[src/rtl/uart_tx.sv]
// uart_tx: 8N1 UART transmitter with write FIFO; ports clk/reset/baudclk/we/data_in/clr_ovf in, txd/full/empty/count/busy/ovf out
module uart_tx #(
  parameter int DATA_BITS  = 8,
  parameter int FIFO_DEPTH = 4,
  parameter int FIFO_AW    = 2
) (
  input  logic                 clk,
  input  logic                 reset,
  input  logic                 baudclk,
  input  logic                 we,
  input  logic [DATA_BITS-1:0] data_in,
  input  logic                 clr_ovf,
  output logic                 txd,
  output logic                 full,
  output logic                 empty,
  output logic [FIFO_AW:0]     count,
  output logic                 busy,
  output logic                 ovf
);
  localparam int BW = $clog2(DATA_BITS);
  typedef enum logic [1:0] {IDLE, START, DATA, STOP} state_t;
  state_t state, state_n;
  logic [DATA_BITS-1:0] mem [FIFO_DEPTH];
  logic [DATA_BITS-1:0] shift, shift_n;
  logic [BW-1:0] bitcnt, bitcnt_n;
  logic [FIFO_AW-1:0] wr_ptr, rd_ptr;
  logic [FIFO_AW:0] count_n;
  logic txd_n, push, pop;
  assign push = we & ~full;
  assign pop = baudclk & ~empty & (state == IDLE | state == STOP);
  assign busy = state != IDLE | ~empty;
  always_comb begin
    count_n = push & ~pop ? count + 1'b1 : ~push & pop ? count - 1'b1 : count;
  end
  always_comb begin
    state_n = state;
    txd_n = txd;
    shift_n = shift;
    bitcnt_n = bitcnt;
    if (pop) begin
      state_n = START;
      shift_n = mem[rd_ptr];
      txd_n = 1'b0;
    end else if (baudclk) begin
      case (state)
        START: begin
          txd_n = shift[0];
          shift_n = shift >> 1;
          bitcnt_n = '0;
          state_n = DATA;
        end
        DATA: begin
          txd_n = bitcnt == BW'(DATA_BITS - 1) ? 1'b1 : shift[0];
          shift_n = shift >> 1;
          bitcnt_n = bitcnt + 1'b1;
          state_n = bitcnt == BW'(DATA_BITS - 1) ? STOP : DATA;
        end
        STOP: begin
          txd_n = 1'b1;
          state_n = IDLE;
        end
        default: ;
      endcase
    end
  end
  always_ff @(posedge clk) begin
    if (reset) state <= IDLE;
    else state <= state_n;
  end
  always_ff @(posedge clk) begin
    if (reset) begin
      txd <= 1'b1;
      shift <= '0;
      bitcnt <= '0;
      wr_ptr <= '0;
      rd_ptr <= '0;
      count <= '0;
      full <= 1'b0;
      empty <= 1'b1;
      ovf <= 1'b0;
    end else begin
      txd <= txd_n;
      shift <= shift_n;
      bitcnt <= bitcnt_n;
      wr_ptr <= push ? wr_ptr + 1'b1 : wr_ptr;
      rd_ptr <= pop ? rd_ptr + 1'b1 : rd_ptr;
      count <= count_n;
      full <= count_n == (FIFO_AW + 1)'(FIFO_DEPTH);
      empty <= count_n == '0;
      ovf <= (we & full) | (ovf & ~clr_ovf);
    end
  end
  always_ff @(posedge clk) begin
    if (push) mem[wr_ptr] <= data_in;
  end
endmodule

[config.mk]
export PLATFORM = sky130hd
export DESIGN_NAME = uart_tx
export DESIGN_NICKNAME = d
export VERILOG_FILES = /design/src/rtl/uart_tx.sv
export SDC_FILE = /design/constraint.sdc
export NUM_CORES = 1
export LEC_CHECK = 0
export BUFFER_PORTS_ARGS = -buffer_cell sky130_fd_sc_hd__buf_2
export CAP_MARGIN = 20
export CORE_AREA = 10 10 79 115
export DETAILED_ROUTE_END_ITERATION = 10
export DIE_AREA = 0 0 89 125
export HOLD_SLACK_MARGIN = 0.12
export SLEW_MARGIN = 20
export SYNTH_ARGS = -nofsm -noshare
export SYNTH_HDL_FRONTEND = slang
export SYNTH_SLANG_ARGS = --single-unit
[constraint.sdc]
create_clock -name clk -period 4.12 [get_ports clk]
set_clock_uncertainty 0.15 [all_clocks]
set_input_delay 0.206 -clock clk [delete_from_list [all_inputs] [get_ports clk]]
set_output_delay 0.206 -clock clk [all_outputs]
set_load 0.02 [all_outputs]
==> flow_summary.json <==
{
  "rows": 38,
  "internal_power_mw": 1.22,
  "crit_type": "reg2reg",
  "start_util_pct": 34.1,
  "seq_area_frac_synth_pct": 61.3,
  "routedWlPerCell_um": 14.7,
  "hpwl_mm": 3.11,
  "r2r_start": "state[1]",
  "ir_worst_vdd_v": 0.000268,
  "final-setup-viol-count": 0,
  "drive_above_1_share_pct": 21.2,
  "fillers": 645,
  "crit_start": "state[1]",
  "dr.first_iter.drc_count": 105,
  "syn_nets": 210,
  "die_h_um": 125,
  "via_per_inst": 5.00,
  "synthAdderAreaFrac_pct": 6.21,
  "cts_root_buf": "clkbuf_8",
  "synthXorXnorAreaFrac_pct": 1.81,
  "yosys.area.top_type": "edfxtp_1",
  "die_w_um": 89,
  "grt_max_degree": 17,
  "synth_compound_area_share_pct": 7.82,
  "switchingPower_mw": 0.539,
  "synth_top_family_by_area": "simple AND/OR/NAND/NOR gates",
  "path_max_fanout": 12,
  "fin_ws_ns": 1.88,
  "crit_arrival_ns": 2.35,
  "ys_seq_elements": 58,
  "dieArea_um2": 11100,
  "clock_latency_ns": 0.33,
  "synth_mux_area_share_pct": 7.46,
  "firstDrtPassIters": 5,
  "ctsHtreeMaxLevel": 3,
  "synth_top_area_share_pct": 39.8,
  "outcome": "completed",
  "antenna_found_initial": 0,
  "start_kind": "register",
  "final.period_utilization_pct": 54.5,
  "synthFlopType": "edfxtp_1",
  "drc": 0,
  "slowest_stage": "or3b_1",
  "critPathMaxStageDelay_ns": 0.59,
  "ios": 21,
  "grt_pass1_vias": 1536,
  "p_clk_share_pct": 33.3,
  "post_cts_buffers": 0,
  "grt-ovfl-total": 0,
  "layout.cells.non_filler": 306,
  "reg2reg_to": "empty",
  "rsz0062_at_grt": "false",
  "switching_share_pct": 30.6,
  "post-route-util_pct": 41.5,
  "synth_area_leaders": "edfxtp_1, dfxtp_1, mux4_2, ha_1, nor2_1",
  "tns_ns": 0,
  "whs_ns": 0.308,
  "finalHoldViolations": 0,
  "synth_simple_gate_area_share_pct": 12.9,
  "syn_avg_cell_area_um2": 13.1,
  "r2r_setup_slack_ns": 1.88,
  "path_cells": "inv_1 > ha_1 > or3b_1 > nor3_1 > a211oi_2 > a221oi_2",
  "io_buffers": 20,
  "cts.sinks": 58,
  "synthesis.instances": 185,
  "drv_cap": 0,
  "ff2ff_path_depth": 6,
  "pwr_density_cell_nw_per_um2": 598,
  "async_reset_ff_share_pct": 0,
  "worstSetupEndpoint": "empty",
  "drtAntennaViolNets": 0,
  "diodes": 0,
  "hp-class": "reg2reg",
  "dpl.cell_count": 277,
  "cts.clk_slew.worst_paths_ns": 0.07,
  "cts_buffers": 9,
  "finalInstanceArea_um2": 2940,
  "dp_slack_ns": 1.88,
  "combPwrFrac_pct": 22.9,
  "ys_warn_count": 0,
  "seqPwrFrac_pct": 43.8,
  "synth_cell_type_count": 35,
  "core-area_um2": 7080,
  "placed_area_um2": 2580,
  "synthesis.area_um2": 2420,
  "fin_nets": 246,
  "post-route-min-period_ns": 2.24,
  "num_vias": 1530,
  "grt_usage_pct": 8.78,
  "wirelength_mm": 4.50,
  "maxSlewViolCount": 0,
  "required_ns": 4.22,
  "leakagePower_nw": 1.10,
  "cts_tree": "built",
  "gp_congestion": 0.681,
  "synth-edff-count": 32,
  "grt_pass1_wl_mm": 7.48,
  "slew_headroom_pct": 49.4,
  "worst_pin_slew_ns": 0.758,
  "cts_buffer_depth": 2,
  "max_clock_freq_mhz": 446,
  "end_kind": "register",
  "p_total_mw": 1.76,
  "syn2layout_area_growth_pct": 21.6
}
registers in the layout, summed over array words and instances, names as in the netlist, named ones only:
name	count
mem	32
shift	8
bitcnt	3
count	3
rd_ptr	2
state	2
wr_ptr	2
empty	1
full	1
ovf	1
txd	1
Yosys cell counts (2+ instances only):
library cell	number
nand4_1	3
nor2_1	25
a21oi_1	6
nand2b_1	3
clkbuf_1	6
dfxtp_1	26
nor3_1	2
and2_1	6
o221ai_1	7
buf_2	2
xnor2_1	4
edfxtp_1	32
o21ai_0	2
inv_1	7
nor2b_1	2
mux4_2	8
ha_1	12
nand2_1	15
worst min-delay path by stage:
stage                          start        end  cells after the start  slack [ns]
after floorplan                reset  bitcnt[1]                      1        0.13
after global placement    data_in[5]  mem[2][5]                      1        0.27
after detailed placement  data_in[4]  mem[2][4]                      1        0.28
after CTS                  bitcnt[2]  bitcnt[2]                      2        0.31
after global routing       bitcnt[2]  bitcnt[2]                      2        0.34
final                      bitcnt[2]  bitcnt[2]                      2        0.31
area by class of cell:
type                    instances  area [µm²]  area share (%)
multi-input cells             112         876            29.8
inverters                       7        26.3           0.894
repair buffers                 33         230            7.83
clock inverters                 7         101            3.45
clock buffers                   9         124            4.21
flip-flops and latches         58        1480            50.4
well taps                      80         100            3.41
metal layers:
layer / global-route usage, % / wire length, µm / part of all wire (%) / vias to the layer above
li1: - / - / - / 754
met1: 9.50 / 1830 / 41 / 741
met2: 14.6 / 2430 / 54 / 29
met3: 2.86 / 137 / 3.0 / 6
met4: 4.70 / 101 / 2.2 / 0
met5: 0 / 0 / 0 / -
power by group through the flow:
stage | registers, mW | clock network [mW] | logic (mW)
after global placement | 0.784 | 0 | 0.392
after CTS | 0.774 | 0.600 | 0.410
after floorplan | 0.778 | 0 | 0.298
final | 0.770 | 0.585 | 0.403
after global routing | 0.786 | 0.633 | 0.450
after detailed placement | 0.786 | 0 | 0.400
cells in the final DEF, fill, tap and decap left out, types with 6 or more instances in the layout:
| cell | count |
|---|---|
| inv_1 | 7 |
| and2_1 | 6 |
| mux4_2 | 8 |
| a21oi_1 | 6 |
| clkbuf_8 | 9 |
| buf_2 | 20 |
| dlygate4sd3_1 | 13 |
| ha_1 | 12 |
| edfxtp_1 | 32 |
| o221ai_1 | 7 |
| dfxtp_1 | 26 |
| nand2_1 | 15 |
| nor2_1 | 25 |
repair_timing:
action | CTS | global route
hold endpoints to repair | 45 | 0
setup endpoints to repair | 0 | 0
hold buffers | 13 | 0
gates resized for setup | 0 | 0
cell families after synthesis:
family / Yosys count
fa+ha+maj: 12
simple gates: 63
buf+inv: 15
compound gates: 24
flops: 58
mux: 8
xor+xnor: 5
worst max-delay path, delay by kind of cell, from the launching register on:
kind	cells	cell delay [ns]
and+or+nand+nor	2	0.87
DFF	1	0.41
adders and majority gates	1	0.36
AOI/OAI and AO/OA	2	0.31
buffers and inverters	1	0.06
(Power assumes the default switching activity.)
